**config.mk**
```make
export PLATFORM = sky130hd
export DESIGN_NAME = mem_arbiter
export DESIGN_NICKNAME = d
export VERILOG_FILES = /design/src/rtl/mem_arb_pkg.sv /design/src/rtl/mem_rr_arb.sv /design/src/rtl/mem_arbiter.sv
export SDC_FILE = /design/constraint.sdc
export NUM_CORES = 1
export LEC_CHECK = 0
export CAP_MARGIN = 20
export CORE_AREA = 5 5 204 206
export DETAILED_ROUTE_END_ITERATION = 10
export DIE_AREA = 0 0 209 211
export GPL_TIMING_DRIVEN = 0
export MAX_ROUTING_LAYER = met4
export PLACE_DENSITY_LB_ADDON = 0.12
export SLEW_MARGIN = 40
export SYNTH_ARGS = -nofsm -noshare
export SYNTH_HDL_FRONTEND = slang
export SYNTH_SLANG_ARGS = --single-unit
export TNS_END_PERCENT = 100
```
**constraint.sdc**
```tcl
create_clock -name clk -period 8.8 [get_ports clk]
set_input_delay 0.88 -clock clk [delete_from_list [all_inputs] [get_ports clk]]
set_output_delay 0.88 -clock clk [all_outputs]
set_load 0.01 [all_outputs]
```
**src/rtl/mem_arb_pkg.sv**
```systemverilog
// Shared types and defaults for the two-port physical memory arbiter.
package mem_arb_pkg;
  localparam int ADDR_W_DEF = 64;
  localparam int DATA_W_DEF = 64;
  localparam int LAT_DEF    = 2;
  localparam int CNT_W      = 4;

  typedef enum logic [1:0] {IDLE, BUSY, RESP} state_e;
  typedef enum logic {IFU = 1'b0, LSU = 1'b1} req_id_e;
endpackage

```
**src/rtl/mem_rr_arb.sv**
```systemverilog
// Two-way round-robin picker: the requester not served last wins a tie.
module mem_rr_arb
  import mem_arb_pkg::*;
(
  input  logic [1:0] req,
  input  req_id_e    last,
  output logic [1:0] gnt
);
  assign gnt[IFU] = req[IFU] & (~req[LSU] | (last == LSU));
  assign gnt[LSU] = req[LSU] & (~req[IFU] | (last == IFU));
endmodule

```
**src/rtl/mem_arbiter.sv**
```systemverilog
// Serialises IFU and LSU accesses onto one memory port with a fixed access
// latency, one mem_ce pulse per transaction and a one-cycle response strobe.
module mem_arbiter
  import mem_arb_pkg::*;
#(
  parameter int ADDR_W = ADDR_W_DEF,
  parameter int DATA_W = DATA_W_DEF,
  parameter int LAT    = LAT_DEF
) (
  input  logic              clk,
  input  logic              rst,
  input  logic              ifu_req_valid,
  output logic              ifu_req_ready,
  input  logic [ADDR_W-1:0] ifu_addr,
  output logic              ifu_resp_valid,
  output logic [DATA_W-1:0] ifu_rdata,
  input  logic              lsu_req_valid,
  output logic              lsu_req_ready,
  input  logic [ADDR_W-1:0] lsu_addr,
  input  logic              lsu_we,
  input  logic [DATA_W-1:0] lsu_wdata,
  input  logic [7:0]        lsu_wmask,
  output logic              lsu_resp_valid,
  output logic [DATA_W-1:0] lsu_rdata,
  output logic              mem_ce,
  output logic              mem_we,
  output logic [ADDR_W-1:0] mem_addr,
  output logic [DATA_W-1:0] mem_wdata,
  output logic [7:0]        mem_wmask,
  input  logic [DATA_W-1:0] mem_rdata
);
  state_e            state;
  logic [CNT_W-1:0]  cnt;
  req_id_e           last_q, owner_q;
  logic              we_q;
  logic [DATA_W-1:0] rdata_q;
  logic [1:0]        req, gnt;
  logic              acc_ifu, acc_lsu;

  assign req = {lsu_req_valid, ifu_req_valid};

  mem_rr_arb u_arb (
    .req  (req),
    .last (last_q),
    .gnt  (gnt)
  );

  // Readies are gated by rst so nothing can look accepted during reset.
  assign ifu_req_ready = (state == IDLE) & ~rst & gnt[IFU];
  assign lsu_req_ready = (state == IDLE) & ~rst & gnt[LSU];
  assign acc_ifu       = ifu_req_valid & ifu_req_ready;
  assign acc_lsu       = lsu_req_valid & lsu_req_ready;

  assign ifu_rdata = rdata_q;
  assign lsu_rdata = rdata_q;

  // mem_ce/mem_we are raised one cycle ahead of the count reaching zero so
  // they come out of a flop yet line up with the capture cycle.
  always_ff @(posedge clk or posedge rst) begin
    if (rst) begin
      state          <= IDLE;
      cnt            <= '0;
      last_q         <= IFU;
      owner_q        <= IFU;
      we_q           <= 1'b0;
      rdata_q        <= '0;
      mem_ce         <= 1'b0;
      mem_we         <= 1'b0;
      mem_addr       <= '0;
      mem_wdata      <= '0;
      mem_wmask      <= '0;
      ifu_resp_valid <= 1'b0;
      lsu_resp_valid <= 1'b0;
    end else begin
      case (state)
        IDLE: begin
          if (acc_ifu || acc_lsu) begin
            owner_q   <= acc_lsu ? LSU : IFU;
            mem_addr  <= acc_lsu ? lsu_addr : ifu_addr;
            mem_wdata <= acc_lsu ? lsu_wdata : '0;
            mem_wmask <= acc_lsu ? lsu_wmask : 8'h00;
            we_q      <= acc_lsu & lsu_we;
            cnt       <= CNT_W'(LAT - 1);
            mem_ce    <= (LAT == 1);
            mem_we    <= (LAT == 1) & acc_lsu & lsu_we;
            state     <= BUSY;
          end
        end
        BUSY: begin
          if (cnt == '0) begin
            rdata_q        <= we_q ? '0 : mem_rdata;
            mem_ce         <= 1'b0;
            mem_we         <= 1'b0;
            ifu_resp_valid <= (owner_q == IFU);
            lsu_resp_valid <= (owner_q == LSU);
            state          <= RESP;
          end else begin
            cnt <= cnt - 1'b1;
            if (cnt == CNT_W'(1)) begin
              mem_ce <= 1'b1;
              mem_we <= we_q;
            end
          end
        end
        RESP: begin
          ifu_resp_valid <= 1'b0;
          lsu_resp_valid <= 1'b0;
          last_q         <= owner_q;
          state          <= IDLE;
        end
        default: state <= IDLE;
      endcase
    end
  end
endmodule
```
==> flow_summary.yaml, run 1 <==
pwr:
  total_power_mw: 5.62
  leakage_nw: 7.42
  power_density_nw_per_um2: 345
  ir_worst_vdd_mv: 0.154
cells_and_area:
  nNetsFinal: 1685
  fin_area_sq_um: 16300
  area_growth_syn_to_layout_pct: 76.8
  layout-drive-gt1-share_pct: 10.7
cts:
  clock_sinks: 213
  tritoncts: "yes"
  clkLatencyLatePin_ns: 0.53
  clk_path_buf_depth: 3
  htreeDepth: 1
  cts_setup_buffers: 0
  cts_buffers: 26
  clkTransAtPathRegs_ns: 0.05
  cts_hold_buf: 0
  cts_resized: 0
  clock-root-buffer: "clkbuf_16"
yosys:
  syn_inst: 844
  avgSynthCellArea_sq_um: 10.9
  synth_seq_cells: 213
  synth_compound_area_share_pct: 14.7
  synth_cell_types: 25
  yosysWarnings: 0
  synth-simple-area-share_pct: 11.1
  synth.cell_area_sq_um: 9210
  synth_top_family_by_area: "compound AO/OA/AOI/OAI gates"
  synthesis.nets: 1116
  synth_fa_ha_area_share_pct: 0.407
  ys_seq_area_share_pct: 57.9
  synth_xor_xnor_area_share_pct: 0
  synth.area.mux_share_pct: 7.29
min_path:
  hold_path_end: "mem_addr[16]"
  hold_depth: 2
  hold_class: "reg -> reg"
  min_from: "mem_addr[16]"
critical_path:
  crit_family: "buffers and inverters"
  critical_path_class: "in -> out"
  crit_path_end_kind: "output pin"
  crit_chain: "clkdlybuf4s50_1 -> nor3_4 -> nand3_1 -> inv_1 -> clkbuf_1 -> clkdlybuf4s50_1"
  max_stage_delay_ns: 0.65
  r2r_end: "cnt[3]"
  worstReg2RegStart: "cnt[0]"
  slowest_stage: "clkdlybuf4s50_1"
  worstPathMaxFanout: 10
  required_ns: 7.92
  critical_path_buf_inv_count: 4
  critPathArrivalTime_ns: 3.09
  crit_path_frequent_cell: "clkdlybuf4s50_1"
  crit_path_start: "rst"
  rrSetupSlack_ns: 6.82
  critPathLaunchType: "input port"
  reg2regPathDepth: 6
drt:
  dr_total_vias: 8276
  avgViaCountPerCell: 4.22
  wl_per_cell_microns: 19.9
  dr.pass1.iters: 4
  drc: 0
  finalWirelength_microns: 38900
  ant_nets: 0
  first_iter_violations: 210
grt:
  gr-usage-all-layers_pct: 17.3
  antenna_found_initial: 3
  grt_max_degree: 73
  grt_pass1_vias: 8932
  grt_pass1_wl_microns: 57500
  grt-ovfl-total: 0
floorplan:
  fp.dieArea_sq_um: 44100
  rows: 73
  start_util_pct: 23.3
  fp.dieH_microns: 211
  fp.coreArea_sq_um: 39500
  die_w_microns: 209
  ios: 539
flow_run:
  drv_cap: 0
place:
  placed_cell_area_sq_um: 15300
  io_buffers: 538
  gp_congestion: 0.823
  hpwl_microns: 31100
timing:
  tightest_slew_ns: 0.669
  period_minus_slack_ns: 3.97
  finalClockSkew_ns: 0.0167
  finalHoldViolCount: 0
  fin_tns_setup_ns: 0
  maxSlewHeadroom_pct: 55.4
  rsz0062_at_grt: "false"
  slew_violations: 0
  setup_viol: 0
  period_share_pct: 45.2
  max_freq_mhz: 252
run_status:
  outcome: "completed"
[cell usage after synthesis]
library cell	n	area [sq um]
dfrtp_1	213	5330
o21ai_0	136	681
nand2_1	135	507
a22o_1	73	639
buf_4	71	533
nand2b_1	67	419
mux2i_1	66	661
buf_2	30	150
clkbuf_1	20	75.1
inv_1	9	33.8
nand3_1	4	20.0
a21oi_1	3	15.0
ha_1	3	37.5
nor2_1	2	7.51
or3_1	2	12.5
a211oi_1	1	7.51
a22oi_1	1	7.51
and2b_1	1	7.51
and3_1	1	6.26
buf_6	1	11.3
mux2_2	1	11.3
nor3_4	1	16.3
or2_2	1	6.26
or3b_2	1	8.76
or4_1	1	7.51
[routing by layer]
metal	up-vias	share of wire [%]	track usage [%]
met2	337	49	29.5
li1	3959	-	-
met5	-	0	-
met3	39	8.7	5.66
met1	3941	40	20.2
met4	0	1.9	3.62
[layout by cell type (no fill, tap or decap), drive strengths merged, types with 10 or more instances in the layout]
cell type,n
nand2,135
buf,105
mux2i,66
inv,10
a22o,73
nand2b,67
clkbuf,57
clkdlybuf4s50,538
dfrtp,213
o21ai,136
[report_power, final]
part           total [mW]  internal, mW  switching, mW  leakage [nW]
clock network        1.16         0.732          0.426         0.463
registers            1.73          1.42          0.314          2.70
logic                2.72          1.55           1.17          4.25
total                5.62          3.70           1.91          7.42
[cell type report]
| cell class | instances | area, sq um |
|---|---|---|
| well taps | 525 | 657 |
| fillers | 3954 | 23200 |
| inverters | 9 | 41.3 |
| diodes | 3 | 7.51 |
| clock inverters | 9 | 149 |
| plain buffers | 122 | 769 |
| clock buffers | 37 | 783 |
| repair buffers | 541 | 5470 |
| multi-input cells | 500 | 3080 |
| flip-flops and latches | 213 | 5330 |
[stage by stage]
step	cells	setup WS, ns	utilization [%]	hold WS (ns)
floorplan	844	2.10	-	0.459
global placement	1907	-1.46	38.7	0.460
detailed placement	1910	4.78	38.9	0.469
CTS	1956	4.77	41.2	0.482
global route	1959	4.62	41.3	0.504
finish	1959	4.83	41.3	0.476
[logic make-up (layout without fill, tap and decap cells)]
group | Yosys count | in the layout
AO/OA/AOI/OAI | 214 | 214
adder cells (fa/ha/maj) | 3 | 3
buffers and inverters | 131 | 718
flip-flops | 213 | 213
multiplexers | 67 | 67
other | 0 | 3
AND/OR/NAND/NOR | 216 | 216
[state kept, by name, indices dropped and copies added (netlist names)]
| register | cells |
|---|---|
| ifu_rdata | 64 |
| last_q | 1 |
| mem_we | 1 |
| mem_wdata | 64 |
| lsu_resp_valid | 1 |
| owner_q | 1 |
| ifu_resp_valid | 1 |
| mem_wmask | 8 |
| cnt | 4 |
| mem_ce | 1 |
| mem_addr | 64 |
| we_q | 1 |
| state | 2 |
[worst max path at each step]
stage | end | slack [ns] | cells after the start
finish | lsu_req_ready | 4.83 | 6
global route | lsu_req_ready | 4.62 | 6
CTS | lsu_req_ready | 4.77 | 6
detailed placement | lsu_req_ready | 4.78 | 6
global placement | mem_wdata[51] | -1.46 | 2
floorplan | cnt[0] | 2.10 | 1
[worst reg2reg max path, cell delays in order, from the launching register on]
cell and delay, ns:
dfrtp_1 0.39, inv_1 0.12, ha_1 0.21, or3b_2 0.46, a22oi_1 0.43, or4_1 0.18
o21ai_0 0.07
(Power assumes the default switching activity.)
==> run 2: changes to the inputs <==
--- a/config.mk
+++ b/config.mk
@@ -6,9 +6,9 @@
 export NUM_CORES = 1
 export LEC_CHECK = 0
 export CAP_MARGIN = 20
-export CORE_AREA = 5 5 204 206
+export CORE_AREA = 5 5 206 208
 export DETAILED_ROUTE_END_ITERATION = 10
-export DIE_AREA = 0 0 209 211
+export DIE_AREA = 0 0 211 213
 export GPL_TIMING_DRIVEN = 0
 export MAX_ROUTING_LAYER = met4
 export PLACE_DENSITY_LB_ADDON = 0.12
==> constraint.sdc (replaced) <==
create_clock -name clk -period 3.3 [get_ports clk]
set_input_delay 0.33 -clock clk [delete_from_list [all_inputs] [get_ports clk]]
set_output_delay 0.33 -clock clk [all_outputs]
set_load 0.01 [all_outputs]
==> run 2 against run 1 <==
First-iteration DRC count rose by 19%. Power rose to 2.6 times the previous value. Final area rose by 0.65%. Via count fell by 0.33%. Final cell count rose by 0.77%. Routed wire length fell by 1.3%. Combinational power rose to 2.7 times the previous value. Non-clock buffer count rose by 7. Flip-flop and latch count did not move. Critical path depth fell by 2. Die area rose by 1.9%. Count of clock-buffer cells in the layout fell by 3. Highest routed layer unchanged.
==> flow_summary.yaml, run 2 (synthesized netlist as in run 1, its figures left out) <==
run_status:
  outcome: "completed"
timing:
  max_freq_mhz: 353
  rsz0062_at_grt: "false"
  period_share_pct: 85.9
  finalHoldViolCount: 0
  setup_viol: 0
  slew_violations: 0
  period_minus_slack_ns: 2.83
  maxSlewHeadroom_pct: 64.9
  finalClockSkew_ns: 0.0135
  tightest_slew_ns: 0.527
place:
  placed_cell_area_sq_um: 15500
  hpwl_microns: 31100
  gp_congestion: 0.771
  io_buffers: 538
critical_path:
  max_stage_delay_ns: 0.67
  critical_path_class: "reg -> out"
  required_ns: 2.97
  slowest_stage: "clkdlybuf4s50_1"
  critical_path_buf_inv_count: 2
  crit_family: "buffers and inverters"
  critPathArrivalTime_ns: 2.50
  crit_chain: "nor3_4 -> nand3_1 -> inv_1 -> clkdlybuf4s50_1"
  critPathLaunchType: "flop"
  worstPathMaxFanout: 11
  crit_path_end_kind: "output pin"
floorplan:
  ios: 539
  die_w_microns: 211
  fp.dieArea_sq_um: 44900
  rows: 74
  fp.dieH_microns: 213
  start_util_pct: 22.8
  fp.coreArea_sq_um: 40400
grt:
  grt_pass1_wl_microns: 56300
  antenna_found_initial: 5
  grt-ovfl-total: 0
  grt_pass1_vias: 8998
  grt_max_degree: 25
  gr-usage-all-layers_pct: 16.7
cts:
  cts_buffers: 26
  clock_sinks: 213
  cts_hold_buf: 0
  clkLatencyLatePin_ns: 0.53
  clkTransAtPathRegs_ns: 0.06
  clock-root-buffer: "clkbuf_16"
  htreeDepth: 1
  clk_path_buf_depth: 3
  tritoncts: "yes"
cells_and_area:
  fill_cells: 4010
  fin_util_pct: 40.6
  nNetsFinal: 1692
  layout_common_cells: "clkdlybuf4s50_1, dfrtp_1, o21ai_0, nand2_1, a22o_1"
  area_growth_syn_to_layout_pct: 77.9
  fin_area_sq_um: 16400
  multi_input_area_sq_um: 3080
  final_common_cell: "clkdlybuf4s50_1"
  layout-drive-gt1-share_pct: 11.1
  seqCellArea_sq_um: 5330
min_path:
  hold_class: "in -> async"
drt:
  dr_total_vias: 8249
  wl_per_cell_microns: 19.5
  avgViaCountPerCell: 4.18
  dr.pass1.iters: 4
  finalWirelength_microns: 38400
  ant_nets: 0
  first_iter_violations: 250
  drc: 0
flow_run:
  drv_cap: 0
pwr:
  leakage_nw: 7.46
  ir_worst_vdd_mv: 0.335
  power_density_nw_per_um2: 896
-- run 2: cell count changes in the layout (fill, tap and decap cells not counted), sizes merged --
cell and change:
diode +2, inv -1, buf +8, clkbuf -4
clkinvlp +1, bufinv -2, clkinv +4
-- run 2: per-layer routing --
layer,GRT usage (%),routed length [microns],vias up
li1,-,-,3979
met1,19.2,15200,3911
met2,28.4,19100,319
met3,5.98,3490,40
met4,3.62,635,0
met5,-,0,-
-- run 2: power by group --
group / switching, mW / internal, mW
combinational: 3.09 / 4.15
clock: 1.13 / 1.71
sequential: 0.811 / 3.79
-- run 2: final timing paths --
kind / start / to / slack, ns / cells past startpoint
worst min register to register: mem_addr[22] / mem_addr[22] / 0.47 / 2
max in group asynchronous: rst / mem_wmask[3] / 1.97 / 7
worst max register to register: state[0] / mem_wdata[41] / 1.05 / 6
worst min-delay path: rst / cnt[0] / 0.19 / 2
worst max-delay path: state[0] / lsu_req_ready / 0.47 / 4
min in group clk: mem_rdata[4] / ifu_rdata[4] / 0.36 / 3
-- run 2: what timing repair did --
| action | 4_1_cts | 5_1_grt |
|---|---|---|
| buffers inserted | 0 | 0 |
| gates resized for setup | 0 | 0 |
| endpoints found under the setup margin | 0 | 1 |
-- run 2: through the flow --
stage / std cells / hold slack (ns) / TNS (ns) / total power [mW] / setup slack [ns]
finish: 1974 / 0.186 / 0 / 14.7 / 0.466
global route: 1974 / 0.170 / 0 / 15.7 / 0.252
CTS: 1970 / 0.157 / 0 / 15.0 / 0.0825
detailed placement: 1925 / 0.469 / 0 / 12.0 / 0.335
global placement: 1914 / 0.460 / -402.11 / 12.0 / -1.91
floorplan: 844 / 0.459 / 0 / 7.62 / 0.200
-- run 2: layout make-up --
class                   count  area share [%]
repair buffers            549            34.5
flip-flops and latches    213            32.5
multi-input cells         500            18.8
plain buffers             121            4.67
clock buffers              34            4.47
well taps                 532            4.06
clock inverters            11           0.664
inverters                   9           0.229
diodes                      5          0.0763
==> run 3: changes to the inputs <==
--- a/config.mk
+++ b/config.mk
@@ -6,9 +6,10 @@
 export NUM_CORES = 1
 export LEC_CHECK = 0
 export CAP_MARGIN = 20
-export CORE_AREA = 5 5 206 208
+export CORE_AREA = 5 5 205 207
 export DETAILED_ROUTE_END_ITERATION = 10
-export DIE_AREA = 0 0 211 213
+export DIE_AREA = 0 0 210 212
+export DONT_BUFFER_PORTS = 1
 export GPL_TIMING_DRIVEN = 0
 export MAX_ROUTING_LAYER = met4
 export PLACE_DENSITY_LB_ADDON = 0.12
==> constraint.sdc (replaced) <==
create_clock -name clk -period 2.9 [get_ports clk]
set_input_delay 0.29 -clock clk [delete_from_list [all_inputs] [get_ports clk]]
set_output_delay 0.29 -clock clk [all_outputs]
set_load 0.01 [all_outputs]
==> run 3 against run 2 <==
Combinational power fell by 44%. Routed wire length shrank 11%. Non-clock buffer count decreased by 286. Count of clock-buffer cells in the layout increased by 3. Via count is 12% lower. Final area down 18%. First-iteration DRC count decreased by 5.6%. Critical endpoint is now mem_addr[18]. Highest routed layer unchanged.
==> flow_summary.yaml, run 3 (synthesized netlist as in run 1, its figures left out) <==
place:
  placed_cell_area_sq_um: 10100
  dp_cells: 1386
  io_buffers: 0
  gp_congestion: 0.765
  place_ws_ns: 0.773
  hpwl_microns: 26000
critical_path:
  worstPathMaxFanout: 10
  critPathArrivalTime_ns: 2.86
  critPathLaunchType: "flop"
  critical_path_class: "reg -> reg"
  crit_path_end_kind: "flop"
  required_ns: 3.29
timing:
  rsz0062_at_grt: "false"
  setup_viol: 0
  max_freq_mhz: 405
  worst_slack_ns: 0.431
  maxSlewHeadroom_pct: 54.0
  period_share_pct: 85.1
  slew_violations: 0
  finalHoldViolCount: 0
  tightest_slew_ns: 0.686
  whs_ns: 0.0256
  finalClockSkew_ns: 0.0110
  period_minus_slack_ns: 2.47
pwr:
  ir_worst_vdd_mv: 0.442
  leakage_nw: 6.40
  total_power_mw: 13.4
  power_density_nw_per_um2: 1000
min_path:
  hold_class: "in -> reg"
grt:
  grt_pass1_vias: 7965
  grt_max_degree: 25
  grt_pass1_wl_microns: 50000
  gr-usage-all-layers_pct: 14.7
  grt-ovfl-total: 0
  antenna_found_initial: 1
cells_and_area:
  fin_area_sq_um: 13400
  final_common_cell: "dlygate4sd3_1"
  layout_common_cells: "dlygate4sd3_1, dfrtp_1, o21ai_0, nand2_1, a22o_1"
  nNetsFinal: 1406
  layout-drive-gt1-share_pct: 13.1
  area_growth_syn_to_layout_pct: 45.6
  instances_no_fill: 1679
cts:
  tritoncts: "yes"
  cts_buffers: 26
  clkTransAtPathRegs_ns: 0.06
  htreeDepth: 1
  clock_sinks: 213
  clock-root-buffer: "clkbuf_16"
  clkLatencyLatePin_ns: 0.53
  clk_path_buf_depth: 3
drt:
  ant_nets: 0
  avgViaCountPerCell: 4.34
  wl_per_cell_microns: 20.3
  dr.pass1.iters: 4
  drc: 0
  finalWirelength_microns: 34000
  first_iter_violations: 236
  dr_total_vias: 7289
flow_run:
  drv_cap: 0
floorplan:
  fp.dieArea_sq_um: 44500
  fp.coreArea_sq_um: 40200
  fp.dieH_microns: 212
  rows: 74
  ios: 539
  start_util_pct: 22.9
  die_w_microns: 210
run_status:
  outcome: "completed"
## run 3: report_power, final
part           total (mW)  internal [mW]  switching (mW)
sequential           6.28           4.31            1.97
combinational        4.08           2.03            2.05
clock                3.05           1.82            1.23
total                13.4           8.16            5.25
## run 3: layer usage
metal | routed length [microns] | vias up | share of wire, % | global-route usage [%]
li1 | - | 3395 | - | -
met1 | 13100 | 3498 | 39 | 16.7
met2 | 17300 | 348 | 51 | 25.6
met3 | 2700 | 48 | 7.9 | 3.79
met4 | 866 | 0 | 2.5 | 4.48
met5 | 0 | - | 0 | -
## run 3: through the flow
stage / setup TNS [ns] / utilization [%]
after floorplan: -34.12 / -
after global placement: -372.60 / 24.6
after detailed placement: 0 / 25.1
after CTS: 0 / 33.3
after global routing: 0 / 33.4
final: 0 / 33.4
## run 3: area by class of cell
class,count,area (sq um)
fillers,4119,26800
inverters,9,37.5
flip-flops and latches,213,5330
clock inverters,3,46.3
plain buffers,122,771
repair buffers,262,2750
well taps,532,666
diodes,1,2.50
multi-input cells,500,3080
clock buffers,37,733
## run 3: worst paths after layout
path	slack, ns	end	cells after the start	start
worst max-delay path	0.43	mem_addr[18]	7	state[0]
worst min-delay path	0.03	mem_addr[56]	2	lsu_addr[56]
worst max register to register	0.43	mem_addr[18]	7	state[0]
worst min register to register	0.52	last_q	2	last_q
max in group asynchronous	1.43	mem_wdata[29]	7	rst
min in group asynchronous	0.24	mem_addr[48]	2	rst
## run 3: worst max-delay path, stage by stage (launching register included)
cell and delay [ns]:
dfrtp_1 0.45, nor3_4 0.27, nand3_1 0.26, buf_4 0.28
buf_4 0.21, mux2i_1 0.20, dlygate4sd3_1 0.59, o21ai_0 0.07
## run 3: timing repair
action,4_1_cts,5_1_grt
hold endpoints to repair,239,2
setup buffers,0,0
hold buffers,249,3
resized for setup,0,0
